===== src/rtl/multiword_adder_seq_pkg.sv =====
// Shared definitions for the multi-word sequential adder.
// Holds the FSM state encoding and the word-index width helper.
package multiword_adder_seq_pkg;

  typedef enum logic [1:0] {
    ST_IDLE = 2'd0,
    ST_RUN  = 2'd1,
    ST_DONE = 2'd2
  } state_t;

  // Word index width: clog2(n), but never narrower than one bit.
  function automatic int idx_width(input int n);
    int w;
    if (n <= 2) begin
      w = 1;
    end else begin
      w = $clog2(n);
    end
    return w;
  endfunction

endpackage


===== src/rtl/rippleadder.sv =====
// Plain K-bit ripple-carry adder; one full-adder cell per bit, no lookahead.
module rippleadder #(
  parameter int k = 8
) (
  input  logic [k-1:0] a,
  input  logic [k-1:0] b,
  input  logic         cin,
  output logic [k-1:0] sum,
  output logic         cout
);

  logic [k:0] carry_s;

  // Bit-serial carry chain from bit 0 upward.
  always_comb begin
    carry_s    = '0;
    sum        = '0;
    carry_s[0] = cin;
    for (int i = 0; i < k; i++) begin
      sum[i]       = a[i] ^ b[i] ^ carry_s[i];
      carry_s[i+1] = (a[i] & b[i]) | (carry_s[i] & (a[i] ^ b[i]));
    end
    cout = carry_s[k];
  end

endmodule


===== src/rtl/multiword_adder_seq.sv =====
// Wide add/subtract of K*N bits, one K-bit word per cycle through a shared
// ripple adder, least-significant word first, carry kept in a register.
module multiword_adder_seq
  import multiword_adder_seq_pkg::*;
#(
  parameter int K = 8,
  parameter int N = 4,
  localparam int W = K * N
) (
  input  logic         clk,
  input  logic         rst,
  input  logic         start,
  input  logic         sub,
  input  logic [W-1:0] a,
  input  logic [W-1:0] b,
  output logic         busy,
  output logic         done,
  output logic [W-1:0] sum,
  output logic         cout,
  output logic         ovf
);

  localparam int IW = idx_width(N);
  localparam logic [IW-1:0] LAST_IDX = IW'(N - 1);

  state_t          state_r;
  logic [IW-1:0]   idx_r;
  logic            carry_r;
  logic [W-1:0]    ra_r;
  logic [W-1:0]    rb_r;

  logic [K-1:0]    word_a_s;
  logic [K-1:0]    word_b_s;
  logic [K-1:0]    add_sum_s;
  logic            add_cout_s;
  logic            accept_s;
  logic            last_s;
  logic            ovf_s;

  // Operand word selection and acceptance decode for the current cycle.
  always_comb begin
    word_a_s = ra_r[idx_r*K +: K];
    word_b_s = rb_r[idx_r*K +: K];
    accept_s = start && (state_r != ST_RUN);
    last_s   = (idx_r == LAST_IDX);
    // rb already holds ~b for subtraction, so this is the plain add-overflow rule.
    ovf_s    = (ra_r[W-1] == rb_r[W-1]) && (add_sum_s[K-1] != ra_r[W-1]);
  end

  rippleadder #(
    .k(K)
  ) u_adder (
    .a    (word_a_s),
    .b    (word_b_s),
    .cin  (carry_r),
    .sum  (add_sum_s),
    .cout (add_cout_s)
  );

  // Control FSM, operand capture and registered result outputs.
  always_ff @(posedge clk) begin
    if (rst) begin
      state_r <= ST_IDLE;
      idx_r   <= '0;
      carry_r <= 1'b0;
      ra_r    <= '0;
      rb_r    <= '0;
      busy    <= 1'b0;
      done    <= 1'b0;
      sum     <= '0;
      cout    <= 1'b0;
      ovf     <= 1'b0;
    end else if (accept_s) begin
      state_r <= ST_RUN;
      idx_r   <= '0;
      carry_r <= sub;
      ra_r    <= a;
      rb_r    <= sub ? ~b : b;
      busy    <= 1'b1;
      done    <= 1'b0;
      sum     <= '0;
      cout    <= 1'b0;
      ovf     <= 1'b0;
    end else begin
      case (state_r)
        ST_IDLE: begin
          busy <= 1'b0;
          done <= 1'b0;
        end
        ST_RUN: begin
          sum[idx_r*K +: K] <= add_sum_s;
          carry_r           <= add_cout_s;
          if (last_s) begin
            cout    <= add_cout_s;
            ovf     <= ovf_s;
            busy    <= 1'b0;
            done    <= 1'b1;
            state_r <= ST_DONE;
          end else begin
            idx_r <= idx_r + IW'(1);
          end
        end
        ST_DONE: begin
          done    <= 1'b0;
          busy    <= 1'b0;
          state_r <= ST_IDLE;
        end
        default: begin
          busy    <= 1'b0;
          done    <= 1'b0;
          state_r <= ST_IDLE;
        end
      endcase
    end
  end

endmodule


===== config.mk =====
export PLATFORM = sky130hd
export DESIGN_NAME = multiword_adder_seq
export DESIGN_NICKNAME = d
export VERILOG_FILES = /design/src/rtl/multiword_adder_seq_pkg.sv /design/src/rtl/rippleadder.sv /design/src/rtl/multiword_adder_seq.sv
export SDC_FILE = /design/constraint.sdc
export NUM_CORES = 1
export LEC_CHECK = 0
export ABC_AREA = 1
export CORE_MARGIN = 2
export CORE_UTILIZATION = 45
export DETAILED_ROUTE_END_ITERATION = 10
export HOLD_SLACK_MARGIN = 0.06
export PLACE_DENSITY = 0.74
export SKIP_CTS_REPAIR_TIMING = 1
export SYNTH_ARGS = -nofsm -noshare
export SYNTH_HDL_FRONTEND = slang
export SYNTH_SLANG_ARGS = --single-unit

===== constraint.sdc =====
create_clock -name clk -period 4.14 [get_ports clk]
set_input_delay 0.828 -clock clk [delete_from_list [all_inputs] [get_ports clk]]
set_output_delay 0.828 -clock clk [all_outputs]
set_load 0.05 [all_outputs]

==> results.yml <==
run_status:
  status: "completed"
grt:
  gr-total-overflow: 0
  grt_pass1_wl_um: 19660
  grt_pass1_vias: 4237
  grt_start_max_net_pins: 52
  antenna_found_initial: 0
  grt_usage_pct: 21.02
pwr:
  p_clk_share_pct: 30.3
  pwr-share-comb_pct: 19.7
  netSwitchingFraction_pct: 29.56
  powerDensity_nw_per_um2: 349.1
  leakagePower_nw: 2.495
  power_switching_mw: 0.6536
  seq_power_share_pct: 50.0
  p_int_mw: 1.558
  peakVddDrop_v: 0.0001598
  power_mw: 2.211
floorplan:
  num_rows: 38
  core-area_sq_um: 10840
  die_w_um: 109.2
  die_area_sq_um: 11930
  die_y_um: 109.2
  initial_core_util_pct: 45.96
  io-pin-count: 104
drt:
  wl_met2_um: 5848
  met3WireLength_um: 503
  drcViolationCount: 0
  drtIter0Drc: 254
  dr.pass1.iters: 5
  via_per_inst: 4.913
  wl_per_cell_um: 13.29
  vias: 4486
  drt_wl_total_um: 12140
  wl_met1_um: 5593
  routed.top_layer: "met4"
  final_antenna_net_count: 0
synthesis:
  syn_avg_cell_area_sq_um: 7.370
  seq_area_frac_synth_pct: 42.19
  synth_warnings: 0
  yosysUniqueCellTypes: 29
  syn_area_sq_um: 4982
  synthFlopType: "dfxtp_1"
  ys_ff_latch: 105
  syn_nets: 758
  netlist_instances: 676
  postSynth.asyncResetShare_pct: 0
  synth-edff-count: 0
place:
  hpwl_um: 9034
  gp_congestion: 0.9402
  io_buffers: 103
  post-place-ws_ns: -0.01314
hold_path:
  hold_path_depth: 2
  hp-class: "reg -> reg"
finish:
  drive_gt1_share_pct: 9.185
  final_nets: 850
  area_delta_synth_final_pct: 27.12
  antenna_cells: 0
  finalCoreUtilization_pct: 58.43
worst_setup_path:
  crit_chain: "buf_6 -> a21oi_1 -> o21ai_0 -> nand2_1 -> fa_2 -> fa_2 -> fa_2 -> inv_2 -> fa_2 -> fa_2 -> inv_1 -> fa_1 -> inv_1 -> fa_2 -> fa_2 -> nand2_2 -> nor2_4 -> nand2_1 -> a21oi_2"
  required_ns: 4.45
  cp-end-kind: "register"
  reg2reg_depth: 19
  cp.arrival_ns: 4.24
  cpMostUsedCell: "fa_2"
  max_stage_delay_ns: 0.60
  path_class: "reg -> reg"
  crit_fanout: 10
  slowest_stage: "fa_2"
  crit_path_start_kind: "register"
clock_tree:
  h-tree-depth: 3
  cts_sinks: 105
  cts_max_path_buffers: 2
  cts-buffers-inserted: 9
  cts_tree: "built"
  path_clk_slew_ns: 0.11
  cts_root_buf: "clkbuf_8"
  clock_latency_ns: 0.38
timing:
  skew_ns: 0.01491
  finalHoldViolations: 0
  rsz0062_at_grt: "false"
  finalMaxSlewViolations: 0
  tightest_slew_ns: 0.8797
  max_freq_ghz: 0.2543
  finalCritPeriodShare_pct: 94.98
  relSlewSlack_pct: 41.35
  fin_ws_ns: 0.2078
  finalWorstPathRequiredPeriod_ns: 3.932
  setup_violations: 0
flow_run:
  max_cap_viol_count: 0
-- synth_stat cells (6+ instances only) --
| cell | count | area [sq um] |
|---|---|---|
| nand2_1 | 147 | 551.8 |
| xor2_1 | 23 | 201.4 |
| a21oi_1 | 53 | 265.3 |
| xnor2_1 | 9 | 78.83 |
| nor2_1 | 128 | 480.5 |
| dfxtp_1 | 105 | 2102 |
| o21ai_2 | 8 | 70.07 |
| nand3_1 | 15 | 75.07 |
| inv_1 | 42 | 157.7 |
| fa_1 | 8 | 160.2 |
| buf_2 | 14 | 70.07 |
| ha_1 | 6 | 75.07 |
| clkbuf_1 | 9 | 33.78 |
| o21ai_0 | 68 | 340.3 |
-- critical path: cells and delay by family (launching register included) --
family                     cells  cell delay (ns)
AOI/OAI and AO/OA              3             0.34
and+or+nand+nor                4             0.38
buffers and inverters          4             0.31
DFF                            1             0.38
adders and majority gates      8             2.46
-- registers in the layout (all words and copies together), names as in the netlist --
name / cells
ra_r: 32
state_r: 2
sum: 32
busy: 1
idx_r: 2
ovf: 1
rb_r: 32
done: 1
cout: 1
carry_r: 1
-- worst paths after layout --
check,from,end,slack (ns)
worst max-delay path,idx_r[0]$_SDFFE_PP0P_,sum[15]$_SDFFE_PP0P_,0.21
worst min-delay path,rb_r[3]$_SDFFE_PP0P_,rb_r[3]$_SDFFE_PP0P_,0.45
worst max register to register,idx_r[0]$_SDFFE_PP0P_,sum[15]$_SDFFE_PP0P_,0.21
worst min register to register,rb_r[3]$_SDFFE_PP0P_,rb_r[3]$_SDFFE_PP0P_,0.45
-- power by group through the flow --
stage	registers [mW]	clock network, mW	logic [mW]
2_1_floorplan	1.13	0	0.268
3_3_place_gp	1.13	0	0.414
3_5_place_dp	1.13	0	0.421
4_1_cts	1.10	0.673	0.424
5_1_grt	1.11	0.720	0.486
6_report	1.10	0.671	0.435
-- cell usage in the layout, fill, tap and decap left out, types with 5 or more instances in the layout --
| master | n |
|---|---|
| ha_1 | 6 |
| clkdlybuf4s50_1 | 102 |
| o22ai_1 | 5 |
| o21ai_0 | 67 |
| a21oi_1 | 49 |
| buf_4 | 11 |
| nor3_1 | 5 |
| nand3_1 | 15 |
| nor2_4 | 5 |
| fa_2 | 7 |
| nand2_1 | 146 |
| dfxtp_1 | 103 |
| o21ai_2 | 8 |
| xnor2_1 | 9 |
| xor2_1 | 23 |
| inv_1 | 40 |
| nor2_1 | 127 |
| clkbuf_8 | 10 |
-- layout make-up --
| cell class | count | area (sq um) |
|---|---|---|
| fill | 1008 | 4507 |
| multi-input combinational | 490 | 2540 |
| sequential | 105 | 2107 |
| timing repair buffer | 115 | 1120 |
| inverter | 47 | 181.4 |
| tap | 140 | 175.2 |
| clock buffer | 10 | 137.6 |
| clock inverter | 6 | 72.57 |
-- stage by stage --
stage	TNS, ns	std cells	hold slack (ns)	cell area [sq um]
3_3_place_gp	0	896	0.4330	6065
6_report	0	913	0.4533	6334
5_1_grt	0	913	0.4678	6334
3_5_place_dp	-0.01314	896	0.4350	6065
2_1_floorplan	0	676	0.4135	4982
4_1_cts	-0.1095	912	0.4547	6275
-- cells by family after synthesis --
family	share of synthesized area, %
DFF	42.19
AOI/OAI and AO/OA	14.39
buffers and inverters	7.684
and+or+nand+nor	25.39
adders and majority gates	4.721
xor gates and xnor gates	5.625
-- layer usage --
layer,vias to the layer above,GRT usage (%)
met5,-,0
met4,0,6.872
met3,20,3.228
met2,114,35.23
met1,2027,27.78
li1,2325,-
(Power assumes the default switching activity.)
